File: src/rtl/lcd_txn_scheduler.sv
// ---------------------------------------------------------------------------
// lcd_txn_scheduler
//
// Purpose:
//   Arbitrates between two LCD clients (a command client and a character
//   client). It hands one 10-bit word {RS,RW,D[7:0]} at a time to the
//   nibble-write instruction engine. After the engine finishes, it waits
//   long enough for the LCD controller to complete the instruction.
//   Clear/home instructions get the long wait; everything else gets the
//   short wait.
//
// Handshake (both clients):
//   A client raises *_req with a stable *_data and holds both until it sees
//   a one-cycle *_ack. The ack means the word has been captured, so the
//   client may drop or change its request from the cycle after the ack.
//   Requests are only sampled in IDLE. A request raised during RUN or HOLD
//   simply waits. The engine is driven by eng_en (level, high for the whole
//   RUN state) and answers with a single-cycle eng_done. eng_done is ignored
//   in every other state.
//
// Ports:
//   clk        in   system clock, rising edge
//   reset      in   synchronous, active-low reset
//   cmd_req    in   command client request
//   cmd_data   in   command word {RS,RW,D[7:0]}
//   cmd_ack    out  one-cycle pulse, command word captured
//   chr_req    in   character client request
//   chr_data   in   character word {RS,RW,D[7:0]}
//   chr_ack    out  one-cycle pulse, character word captured
//   eng_en     out  enable to the nibble-write engine (high in RUN)
//   eng_data   out  word presented to the engine (0 outside RUN)
//   eng_done   in   one-cycle completion pulse from the engine
//   busy       out  high whenever the state is not IDLE
//   dbg_state  out  current FSM state (0 IDLE, 1 RUN, 2 HOLD)
//
// Configuration:
//   LCD_SCHED_RR_EN  undefined: fixed priority, cmd wins a tie.
//                    defined:   round-robin on a last-grant pointer that
//                               resets to "chr", so cmd wins the first tie.
// ---------------------------------------------------------------------------
module lcd_txn_scheduler #(
  parameter int unsigned T_SHORT = 1999,
  parameter int unsigned T_LONG  = 81999
) (
  input  logic       clk,
  input  logic       reset,
  input  logic       cmd_req,
  input  logic [9:0] cmd_data,
  output logic       cmd_ack,
  input  logic       chr_req,
  input  logic [9:0] chr_data,
  output logic       chr_ack,
  output logic       eng_en,
  output logic [9:0] eng_data,
  input  logic       eng_done,
  output logic       busy,
  output logic [1:0] dbg_state
);

  typedef enum logic [1:0] {
    ST_IDLE = 2'd0,
    ST_RUN  = 2'd1,
    ST_HOLD = 2'd2
  } state_t;

  localparam logic [19:0] LIM_SHORT = 20'(T_SHORT);
  localparam logic [19:0] LIM_LONG  = 20'(T_LONG);

  state_t      state_q, state_d;
  logic [19:0] cnt_q, cnt_d;
  logic [9:0]  word_q, word_d;
  logic        cmd_ack_q, cmd_ack_d;
  logic        chr_ack_q, chr_ack_d;
  logic        eng_en_q, eng_en_d;
  logic [9:0]  eng_data_q, eng_data_d;
  logic        busy_q, busy_d;

  logic        pick_cmd;
  logic        pick_chr;
  logic        is_clr_home;
  logic [19:0] limit;

`ifdef LCD_SCHED_RR_EN
  // Last-grant pointer: 1 = chr was granted last, 0 = cmd was granted last.
  logic last_chr_q, last_chr_d;
`endif

  // Clear (0x01) and home (0x02/0x03) are the only instructions that need
  // the long wait: RS=0, RW=0, D[7:2]=0 and D[1:0] non-zero.
  assign is_clr_home = (word_q[9:2] == 8'd0) && (word_q[1:0] != 2'd0);
  assign limit       = is_clr_home ? LIM_LONG : LIM_SHORT;

  // Winner selection. A lone request always wins. A tie goes to cmd in
  // fixed-priority mode, or to the client not granted last in round-robin.
`ifdef LCD_SCHED_RR_EN
  assign pick_cmd = cmd_req && (!chr_req || last_chr_q);
`else
  assign pick_cmd = cmd_req;
`endif
  assign pick_chr = chr_req && !pick_cmd;

  always_comb begin
    state_d    = state_q;
    cnt_d      = cnt_q;
    word_d     = word_q;
    cmd_ack_d  = 1'b0;
    chr_ack_d  = 1'b0;
`ifdef LCD_SCHED_RR_EN
    last_chr_d = last_chr_q;
`endif

    unique case (state_q)
      ST_IDLE: begin
        if (pick_cmd) begin
          word_d     = cmd_data;
          cmd_ack_d  = 1'b1;
          state_d    = ST_RUN;
`ifdef LCD_SCHED_RR_EN
          last_chr_d = 1'b0;
`endif
        end else if (pick_chr) begin
          word_d     = chr_data;
          chr_ack_d  = 1'b1;
          state_d    = ST_RUN;
`ifdef LCD_SCHED_RR_EN
          last_chr_d = 1'b1;
`endif
        end
      end

      ST_RUN: begin
        if (eng_done) begin
          state_d = ST_HOLD;
          cnt_d   = 20'd0;
        end
      end

      ST_HOLD: begin
        // The counter shows 0 in the first HOLD cycle, so HOLD lasts
        // limit+1 cycles.
        if (cnt_q == limit) begin
          state_d = ST_IDLE;
          cnt_d   = 20'd0;
        end else begin
          cnt_d = cnt_q + 20'd1;
        end
      end

      default: begin
        state_d = ST_IDLE;
        cnt_d   = 20'd0;
      end
    endcase

    // The outputs are derived from the next state, so the registered copies
    // line up with state_q in the following cycle.
    eng_en_d   = (state_d == ST_RUN);
    eng_data_d = (state_d == ST_RUN) ? word_d : 10'd0;
    busy_d     = (state_d != ST_IDLE);
  end

  always_ff @(posedge clk) begin
    if (!reset) begin
      state_q    <= ST_IDLE;
      cnt_q      <= 20'd0;
      word_q     <= 10'd0;
      cmd_ack_q  <= 1'b0;
      chr_ack_q  <= 1'b0;
      eng_en_q   <= 1'b0;
      eng_data_q <= 10'd0;
      busy_q     <= 1'b0;
    end else begin
      state_q    <= state_d;
      cnt_q      <= cnt_d;
      word_q     <= word_d;
      cmd_ack_q  <= cmd_ack_d;
      chr_ack_q  <= chr_ack_d;
      eng_en_q   <= eng_en_d;
      eng_data_q <= eng_data_d;
      busy_q     <= busy_d;
    end
  end

`ifdef LCD_SCHED_RR_EN
  always_ff @(posedge clk) begin
    if (!reset) begin
      last_chr_q <= 1'b1;
    end else begin
      last_chr_q <= last_chr_d;
    end
  end
`endif

  assign cmd_ack   = cmd_ack_q;
  assign chr_ack   = chr_ack_q;
  assign eng_en    = eng_en_q;
  assign eng_data  = eng_data_q;
  assign busy      = busy_q;
  assign dbg_state = state_q;

endmodule

File: config.mk
export PLATFORM = sky130hd
export DESIGN_NAME = lcd_txn_scheduler
export DESIGN_NICKNAME = d
export VERILOG_FILES = /design/src/rtl/lcd_txn_scheduler.sv
export SDC_FILE = /design/constraint.sdc
export NUM_CORES = 1
export LEC_CHECK = 0
export ABC_CLOCK_PERIOD_IN_PS = 2300
export CORE_MARGIN = 8
export CORE_UTILIZATION = 45
export DETAILED_ROUTE_END_ITERATION = 12
export PLACE_DENSITY = 0.72
export SYNTH_ARGS = -nofsm -noshare
export SYNTH_HDL_FRONTEND = slang
export SYNTH_SLANG_ARGS = --single-unit
File: constraint.sdc
create_clock -name clk -period 2.3 [get_ports clk]
set_clock_uncertainty 0.1 [all_clocks]
set_input_delay 0.23 -clock clk [delete_from_list [all_inputs] [get_ports clk]]
set_output_delay 0.23 -clock clk [all_outputs]
set_load 0.1 [all_outputs]
== After elaboration in Yosys (flattened, before gate mapping) ==
Index checks and enable logic that the tools add are counted.
Storage, ports and cells
  output and inout port bits: 16
  bits in registers: 46
Operators by class
  bitwise gates (word level): 2
  equal/unequal tests: 5
  multiplexer cells: 14
  reduce and logical (&&, ||, !) cells: 11
  add/sub/neg operators: 1
Operators by type and width (count)
  20-bit one-hot mux with 3 select lines: 1
  20-bit 2-to-1 mux: 2
  10-bit 2-to-1 mux: 3
  20-bit by 1-bit adder with 20-bit output (second input constant): 1
  20-bit by 17-bit == test with 1-bit output: 1
  17-bit 2-to-1 mux: 1
  8-bit logical NOT: 1
  2-bit 2-to-1 mux: 4
  2-bit one-hot mux with 3 select lines: 1
  2-bit AND reduction: 3
  2-bit by 1-bit == test with 1-bit output (second input constant): 2
  2-bit nonzero test: 2
  3-bit OR reduction: 1
  2-bit == test (second input constant): 1
  1-bit logical AND: 2
  2-bit logical NOT: 1
  1-bit 2-to-1 mux: 2
  2-bit != test (second input constant): 1
  1-bit NOT: 2
  1-bit logical NOT: 1

== Logic depth before layout (Yosys ltp) ==
Gate-level depths: netlist (run 1).
  word-level depth: 8
  depth in mapped cells: 7
  mapped depth without buffers: 6

== Least setup slack after synthesis (run 1) ==
OpenSTA, ideal clock, no wires.
  path type: register to register
  start point: register state_q[0], in the netlist dbg_state[0]
  end point: register cnt_q[16]
  required time: 2.084 ns
  buffers on the path: 1
  cell stages (with the launch flop): 7
  clock period less this slack: 2.447 ns
  arrival: 2.231 ns
  setup slack: -0.147 ns
  library setup time: 0.116 ns
  path through: dfxtp_1 -> a21oi_2 -> or4b_1 -> buf_2 -> nor3_4 -> xnor2_1 -> nor2_2
On the way
  cells in the longest elaborated chain, start to end: 3
  elaborated cells on any way between the ends: 7
  classes of those cells: 3 x eq/ne; 1 x mux; 1 x bitwise; 2 x reduce/logical
RTL lines
  from (decl): RTL line 69  | state_t state_q, state_d;
  from (signal assigned): RTL line 173  | state_q <= state_d;
  2-bit by 1-bit == test with 1-bit output or 2-bit logical NOT (tied branches): RTL line 112  | unique case (state_q)
  2-bit != test (no source line) or 1-bit NOT (tied branches)
  2-bit AND reduction (no source line)
  to (signal assigned): RTL line 174  | cnt_q <= cnt_d;
  to (decl): RTL line 70  | logic [19:0] cnt_q, cnt_d;
Several ways; a longest one is shown, not always the timed one.
A chain may end at the register's enable or synchronous reset.

== Final worst setup path (run 1) ==
  start point: register cnt_q[0]
  end point: register cnt_q[16]
On the way
  cells in the longest elaborated chain, start to end: 3
  elaborated cells on any way between the ends: 4
  classes of those cells: 1 x add/sub; 1 x eq/ne; 2 x mux
RTL lines
  20-bit by 1-bit adder with 20-bit output or 20-bit by 17-bit == test with 1-bit output (tied branches): RTL line 145, 141
  20-bit 2-to-1 mux (*): RTL line 141  | if (cnt_q == limit) begin
  20-bit one-hot mux with 3 select lines (*): RTL line 112
Every way passes the cells marked *; elsewhere a longest branch is shown, timed or not.

==> results of run 1 <==
cells by family (layout without fill, tap and decap cells):
kind of cell	Yosys count	after routing	share of synthesized area
AO/OA/AOI/OAI	29	29	0.0972
XOR/XNOR	19	19	0.0874
adder cells (fa/ha/maj)	1	1	0.00657
buffers and inverters	10	60	0.0210
flip-flops	46	46	0.484
multiplexers	1	1	0.00526
AND/OR/NAND/NOR	109	109	0.299
final timing paths:
| kind | startpoint | to | slack [ns] | cells past startpoint |
|---|---|---|---|---|
| worst max-delay path | cnt_q[0] | cnt_q[16] | 0.33 | 6 |
| worst min-delay path | cnt_q[1] | cnt_q[1] | 0.38 | 2 |
| worst max register to register | cnt_q[0] | cnt_q[16] | 0.33 | 6 |
| worst min register to register | cnt_q[1] | cnt_q[1] | 0.38 | 2 |
worst max-delay path: cells and delay by family (launching register included):
family | cells | cell delay, ns
and+or+nand+nor | 4 | 1.03
DFF | 1 | 0.38
adders and majority gates | 1 | 0.23
xor gates and xnor gates | 1 | 0.15
cell usage after synthesis, types with 2 or more instances:
master	number
sky130_fd_sc_hd__a22oi_1	10
sky130_fd_sc_hd__buf_2	2
sky130_fd_sc_hd__nor2_1	31
sky130_fd_sc_hd__and3_1	3
sky130_fd_sc_hd__inv_1	4
sky130_fd_sc_hd__nand3_1	8
sky130_fd_sc_hd__clkbuf_1	4
sky130_fd_sc_hd__a21oi_1	3
sky130_fd_sc_hd__xnor2_1	10
sky130_fd_sc_hd__nor4b_1	3
sky130_fd_sc_hd__nand2b_1	2
sky130_fd_sc_hd__nor4_1	5
sky130_fd_sc_hd__dfxtp_1	46
sky130_fd_sc_hd__nor3_1	2
sky130_fd_sc_hd__and2_1	18
sky130_fd_sc_hd__o21ai_0	10
sky130_fd_sc_hd__nand2_1	21
sky130_fd_sc_hd__nand4_1	5
sky130_fd_sc_hd__nor2b_1	2
sky130_fd_sc_hd__xor2_1	9
sky130_fd_sc_hd__and4_1	2
registers in the layout (all words and copies together), names as in the netlist:
signal and cells:
cmd_ack 1, cnt_q 20, chr_ack 1, word_q 10, busy 1, eng_data 10, dbg_state 2, eng_en 1
per-stage QoR:
step           std cells  hold WS (ns)  utilization
2_1_floorplan        215         0.283            -
3_3_place_gp         307         0.372        0.587
3_5_place_dp         307         0.373        0.587
4_1_cts              315         0.382        0.608
5_1_grt              315         0.424        0.608
6_report             315         0.378        0.608
placed cells by master (no fill, tap or decap), types with 9 or more instances in the layout:
cell,instances
sky130_fd_sc_hd__buf_4,24
sky130_fd_sc_hd__o21ai_0,10
sky130_fd_sc_hd__nand2_1,21
sky130_fd_sc_hd__xnor2_1,10
sky130_fd_sc_hd__dfxtp_1,44
sky130_fd_sc_hd__clkdlybuf4s50_1,24
sky130_fd_sc_hd__and2_1,18
sky130_fd_sc_hd__xor2_1,9
sky130_fd_sc_hd__nor2_1,31
sky130_fd_sc_hd__a22oi_1,10
cell type report:
cell class / count / area [um2] / share of cell area
inverters: 4 / 15.0 / 0.00613
clock inverters: 2 / 13.8 / 0.00562
multi-input cells: 159 / 943 / 0.385
flip-flops and latches: 46 / 923 / 0.377
repair buffers: 48 / 420 / 0.172
well taps: 50 / 62.6 / 0.0255
clock buffers: 6 / 72.6 / 0.0296
metal layers:
layer	wire length, um	part of all wire	global-route usage	vias up
met5	0	0	0	-
met4	63	0.015	0.0518	0
met3	361	0.085	0.0419	7
met2	1890	0.44	0.218	40
met1	1940	0.46	0.144	721
li1	-	-	-	831
power by group:
| group | internal (mW) | switching (mW) |
|---|---|---|
| sequential | 0.838 | 0.0223 |
| combinational | 0.121 | 0.264 |
| clock | 0.215 | 0.270 |
| total | 1.17 | 0.556 |
==> run metrics, run 1 <==
setup repair after global routing missed its margin no; Arr. time, crit path 2.07 ns; max-cap violation count 0; area of all placed cells without fillers 2450 um2; height of the die 81.1 um; cell type with the highest aggregate area in the netlist sky130_fd_sc_hd__dfxtp_1; total gr overflow 0; final-layout fill cell count 360; time the final worst path needs with I/O delays and setup 1.97 ns; total number of H-tree levels 2; Tightest Pin Transition 0.781 ns; most area-consuming cells after synthesis sky130_fd_sc_hd__dfxtp_1 (48%), sky130_fd_sc_hd__nor2_1 (6.1%), sky130_fd_sc_hd__and2_1 (5.9%), sky130_fd_sc_hd__xnor2_1 (4.6%), sky130_fd_sc_hd__nand2_1 (4.1%); Starting DRT DRC Count 80; clock buffer count from CTS 5; worst rel slew slack 0.478; Antenna Cells 0; first-pass GRT wire length 6.82 mm; highest fanout seen on the critical path 5; cell with the biggest individual delay on the critical path sky130_fd_sc_hd__or4b_1; count of distinct cell types in the synthesized netlist 36; worst path cell trace ha_1 -> nand2_1 -> or4b_1 -> nor3_4 -> xnor2_1 -> nor2_2; number of flops mapped to enable cells by yosys 0; count of endpoints failing setup in the final report 0; width of the die 81.1 um; total standard cell area after synthesis 1900 um2; kind of end point of the critical path flip-flop; largest stage delay on the critical path 0.66 ns; number of global-route vias before repair 1520; Leak 0.956 nW; maximum number of pins on one net before global-route repair 15; Seq/Total Area, Yosys 0.484; number of I/O port buffers 40; Avg WL per Cell 13.5 um; area share of the largest cell type after synthesis 0.484; run status complete, no violations; Placeable Area 4030 um2; clock-pin slew on the worst setup and hold paths 0.08 ns; root cell of the clock tree sky130_fd_sc_hd__clkbuf_8; total power density per cell area 706 nW/um2; CTS tree built; final hold viol count 0; max-slew violation total from the final report 0; Setup Slack @ Placement 0.116 ns; sum of negative setup slack 0 ns; sum of internal, switching and leakage power 1.73 mW; mean cell area of the mapped netlist 8.86 um2; class of the most critical setup path reg -> reg; share of post-route cells with drive strength above 1 0.140; drt pass-1 iters 4; share of the cycle needed by the critical path after routing 0.858; NumNets Final 290; highest attainable clock frequency 0.507 GHz; startpoint kind of the worst setup timing path flip-flop; Boundary Pins 41; commonest register cell after synthesis sky130_fd_sc_hd__dfxtp_1; synthesized flop and latch total 46; total wire length 4.25 mm; drt drc 0; dpl hpwl 3.18 mm; clock insertion delay at the later pin of the skew report 0.30 ns; net count after synthesis 241; routed via count 1599; area added between synthesis and finish 28.7%; CTS max path bufs 2; Clock Sink Count 46; area post-placement 2360 um2; Min-Delay Path Class reg -> reg; CTS hold repair buffers 0; Resize count post-CTS 0; count of standard-cell rows 23; total routing resource utilization after global routing 0.128; count of yosys warnings during synthesis 0; slack of the critical path 0.326 ns; floorplan die area 6570 um2; number of cells produced by synthesis 215; buffers inserted by post-CTS timing repair 0; RePlAce Congestion 0.789; required time reported for the critical path endpoint 2.40 ns; number of antenna violations at the first check in global routing 0; remaining antenna violation count 0; proportion of register bits with asynchronous set or reset after synthesis 0; initial standard-cell utilization of the core 0.473; maximum ir drop on the vdd rail 317 uV; via density per instance 5.08
(Power assumes the default switching activity.)
==> inputs of run 2 (changes only) <==
Settings changed: ABC_CLOCK_PERIOD_IN_PS 2300 to 1950.
Clock period 2.3 ns to 1.95 ns, I/O delays scaled along.
==> run 2 against run 1 <==
Effect of this change:
- count of clock-buffer cells in the layout is 1 lower
- combinational power is 19% higher
- wire length is 3.6% higher
- cell area is 2.9% higher
- register-to-register slack worse by 0.19 ns
- die area stayed put
- total power is 19% higher
- sequential share of layout area is 0.87 points lower
- utilization is 1.8 points higher
- maximum frequency is 8.6% higher
- first-iteration DRC count is 41% lower
- hold slack better by 0.0011 ns
==> run metrics, run 2 (same netlist as run 1, synthesis figures left out) <==
run status complete, no violations; clock buffer count from CTS 5 (unchanged); final-layout fill cell count 360 (unchanged); Avg WL per Cell 13.7 um (+1.3%); first-pass GRT wire length 7.31 mm (+7.1%); total power density per cell area 815 nW/um2 (+16%); Inst Count DP 314 (+2.3%); final instance count without filler cells 322 (+2.2%); area of all placed cells without fillers 2520 um2 (+2.9%); CTS max path bufs 2 (unchanged); total gr overflow 0 (unchanged); number of antenna violations at the first check in global routing 0 (unchanged); total routing resource utilization after global routing 0.140 (+0.0120); root cell of the clock tree sky130_fd_sc_hd__clkbuf_8; share of power burned in combinational logic 0.224 (about the same); count of endpoints failing setup in the final report 0 (unchanged); total wire length 4.40 mm (+3.6%); fraction of power spent switching nets 0.325 (+0.00336); worst rel slew slack 0.486 (+0.00759); Clock Sink Count 46 (unchanged); NumNets Final 297 (+2.4%); commonest cells after routing, fill and taps aside sky130_fd_sc_hd__dfxtp_1 (44), sky130_fd_sc_hd__nor2_1 (31), sky130_fd_sc_hd__buf_4 (31); RePlAce Congestion 0.777 (-1.5%); kind of end point of the critical path flip-flop; initial standard-cell utilization of the core 0.473 (unchanged); height of the die 81.1 um (unchanged); class of the most critical setup path reg -> reg; total number of H-tree levels 2 (unchanged); Min-Delay Path Class reg -> reg; Leak 0.994 nW (+3.9%); buffers inserted by post-CTS timing repair 0 (unchanged); Starting DRT DRC Count 47 (-41%); drt pass-1 iters 4 (unchanged); clock insertion delay at the later pin of the skew report 0.30 ns (about the same); highest fanout seen on the critical path 5 (unchanged); sequential share of power 0.493 (-0.004); clock-pin slew on the worst setup and hold paths 0.09 ns (about the same); area post-placement 2420 um2 (+2.4%); Boundary Pins 41 (unchanged); setup repair after global routing missed its margin no; Arr. time, crit path 1.92 ns (-0.15 ns); area added between synthesis and finish 32.5%; Setup Slack @ Placement -0.124 ns (-0.241 ns); count of standard-cell rows 23 (unchanged); sum of negative setup slack 0 ns (unchanged); max-slew violation total from the final report 0 (unchanged); maximum ir drop on the vdd rail 390 uV (+23%); drt drc 0 (unchanged); dpl hpwl 3.37 mm (+6.0%); Tightest Pin Transition 0.770 ns (-0.0114 ns); final hold viol count 0 (unchanged); width of the die 81.1 um (unchanged); startpoint kind of the worst setup timing path flip-flop; max FFs per register 20 (unchanged); share of the cycle needed by the critical path after routing 0.932 (+0.0740); via density per instance 5.13 (+1.1%); routed via count 1652 (+3.3%); sw power 0.668 mW (+20%); share of post-route cells with drive strength above 1 0.173 (+0.0332); Int Power 1.39 mW (+18%); most frequent standard cell in the layout excluding fill and tap cells sky130_fd_sc_hd__dfxtp_1; required time reported for the critical path endpoint 2.05 ns (-0.35 ns); highest attainable clock frequency 0.550 GHz (+8.6%); number of global-route vias before repair 1573 (+3.5%); remaining antenna violation count 0 (unchanged); time the final worst path needs with I/O delays and setup 1.82 ns (-0.156 ns); max-cap violation count 0 (unchanged); share of total power in the clock network 0.283 (+0.003); number of I/O port buffers 40 (unchanged); Antenna Cells 0 (unchanged); floorplan die area 6570 um2 (unchanged); maximum number of pins on one net before global-route repair 16 (+1); largest register by flop count cnt_q; Placeable Area 4030 um2 (unchanged); CTS tree built; slack of the critical path 0.132 ns (-0.194 ns)
==> run 2: what timing repair did <==
item                                    in CTS  in global routing
resized for setup                            0                  2
hold buffers                                 0                  0
endpoints found under the setup margin       0                 12
==> run 2: layout make-up <==
cell class | instances | area (um2) | area share
Clock inverter | 3 | 21.3 | 0.00843
Clock buffer | 5 | 68.8 | 0.0273
Multi-Input combinational cell | 159 | 953 | 0.378
Tap cell | 50 | 62.6 | 0.0248
Sequential cell | 46 | 928 | 0.368
Inverter | 4 | 15.0 | 0.00595
Timing Repair Buffer | 55 | 473 | 0.188
==> run 2: path summary, 6_finish.rpt <==
check        cells after the start      from         to  slack, ns
min reg2reg                      2  cnt_q[1]   cnt_q[1]       0.38
max reg2reg                      6  cnt_q[1]  cnt_q[16]       0.13
max                              6  cnt_q[1]  cnt_q[16]       0.13
min                              2  cnt_q[1]   cnt_q[1]       0.38
==> run 2: power groups by stage <==
stage | registers, mW | clock network, mW | logic [mW]
2_1_floorplan | 1.23 | 0 | 0.116
3_3_place_gp | 1.03 | 0 | 0.460
3_5_place_dp | 1.04 | 0 | 0.464
4_1_cts | 1.01 | 0.610 | 0.464
5_1_grt | 1.02 | 0.652 | 0.487
6_report | 1.01 | 0.583 | 0.460
==> run 2: routing by layer <==
layer / vias up / global-route usage / wire (um) / part of all wire
met5: - / 0 / 0 / 0
met4: 0 / 0.0643 / 65 / 0.015
met3: 6 / 0.0497 / 325 / 0.074
li1: 846 / - / - / -
met1: 759 / 0.161 / 1960 / 0.45
met2: 41 / 0.229 / 2050 / 0.46
==> run 2: worst max-delay path, stage by stage (launching register included) <==
cell	delay [ns]
sky130_fd_sc_hd__dfxtp_1	0.36
sky130_fd_sc_hd__ha_1	0.18
sky130_fd_sc_hd__nand2_1	0.10
sky130_fd_sc_hd__or4b_4	0.58
sky130_fd_sc_hd__nor3_4	0.21
sky130_fd_sc_hd__xnor2_1	0.15
sky130_fd_sc_hd__nor2_2	0.04
==> run 2: metrics by stage <==
| step | utilization | power (mW) | hold slack (ns) |
|---|---|---|---|
| CTS | 0.624 | 2.09 | 0.384 |
| global route | 0.626 | 2.16 | 0.406 |
| detailed placement | 0.601 | 1.50 | 0.372 |
| finish | 0.626 | 2.06 | 0.380 |
| global placement | 0.601 | 1.49 | 0.368 |
| floorplan | - | 1.34 | 0.248 |
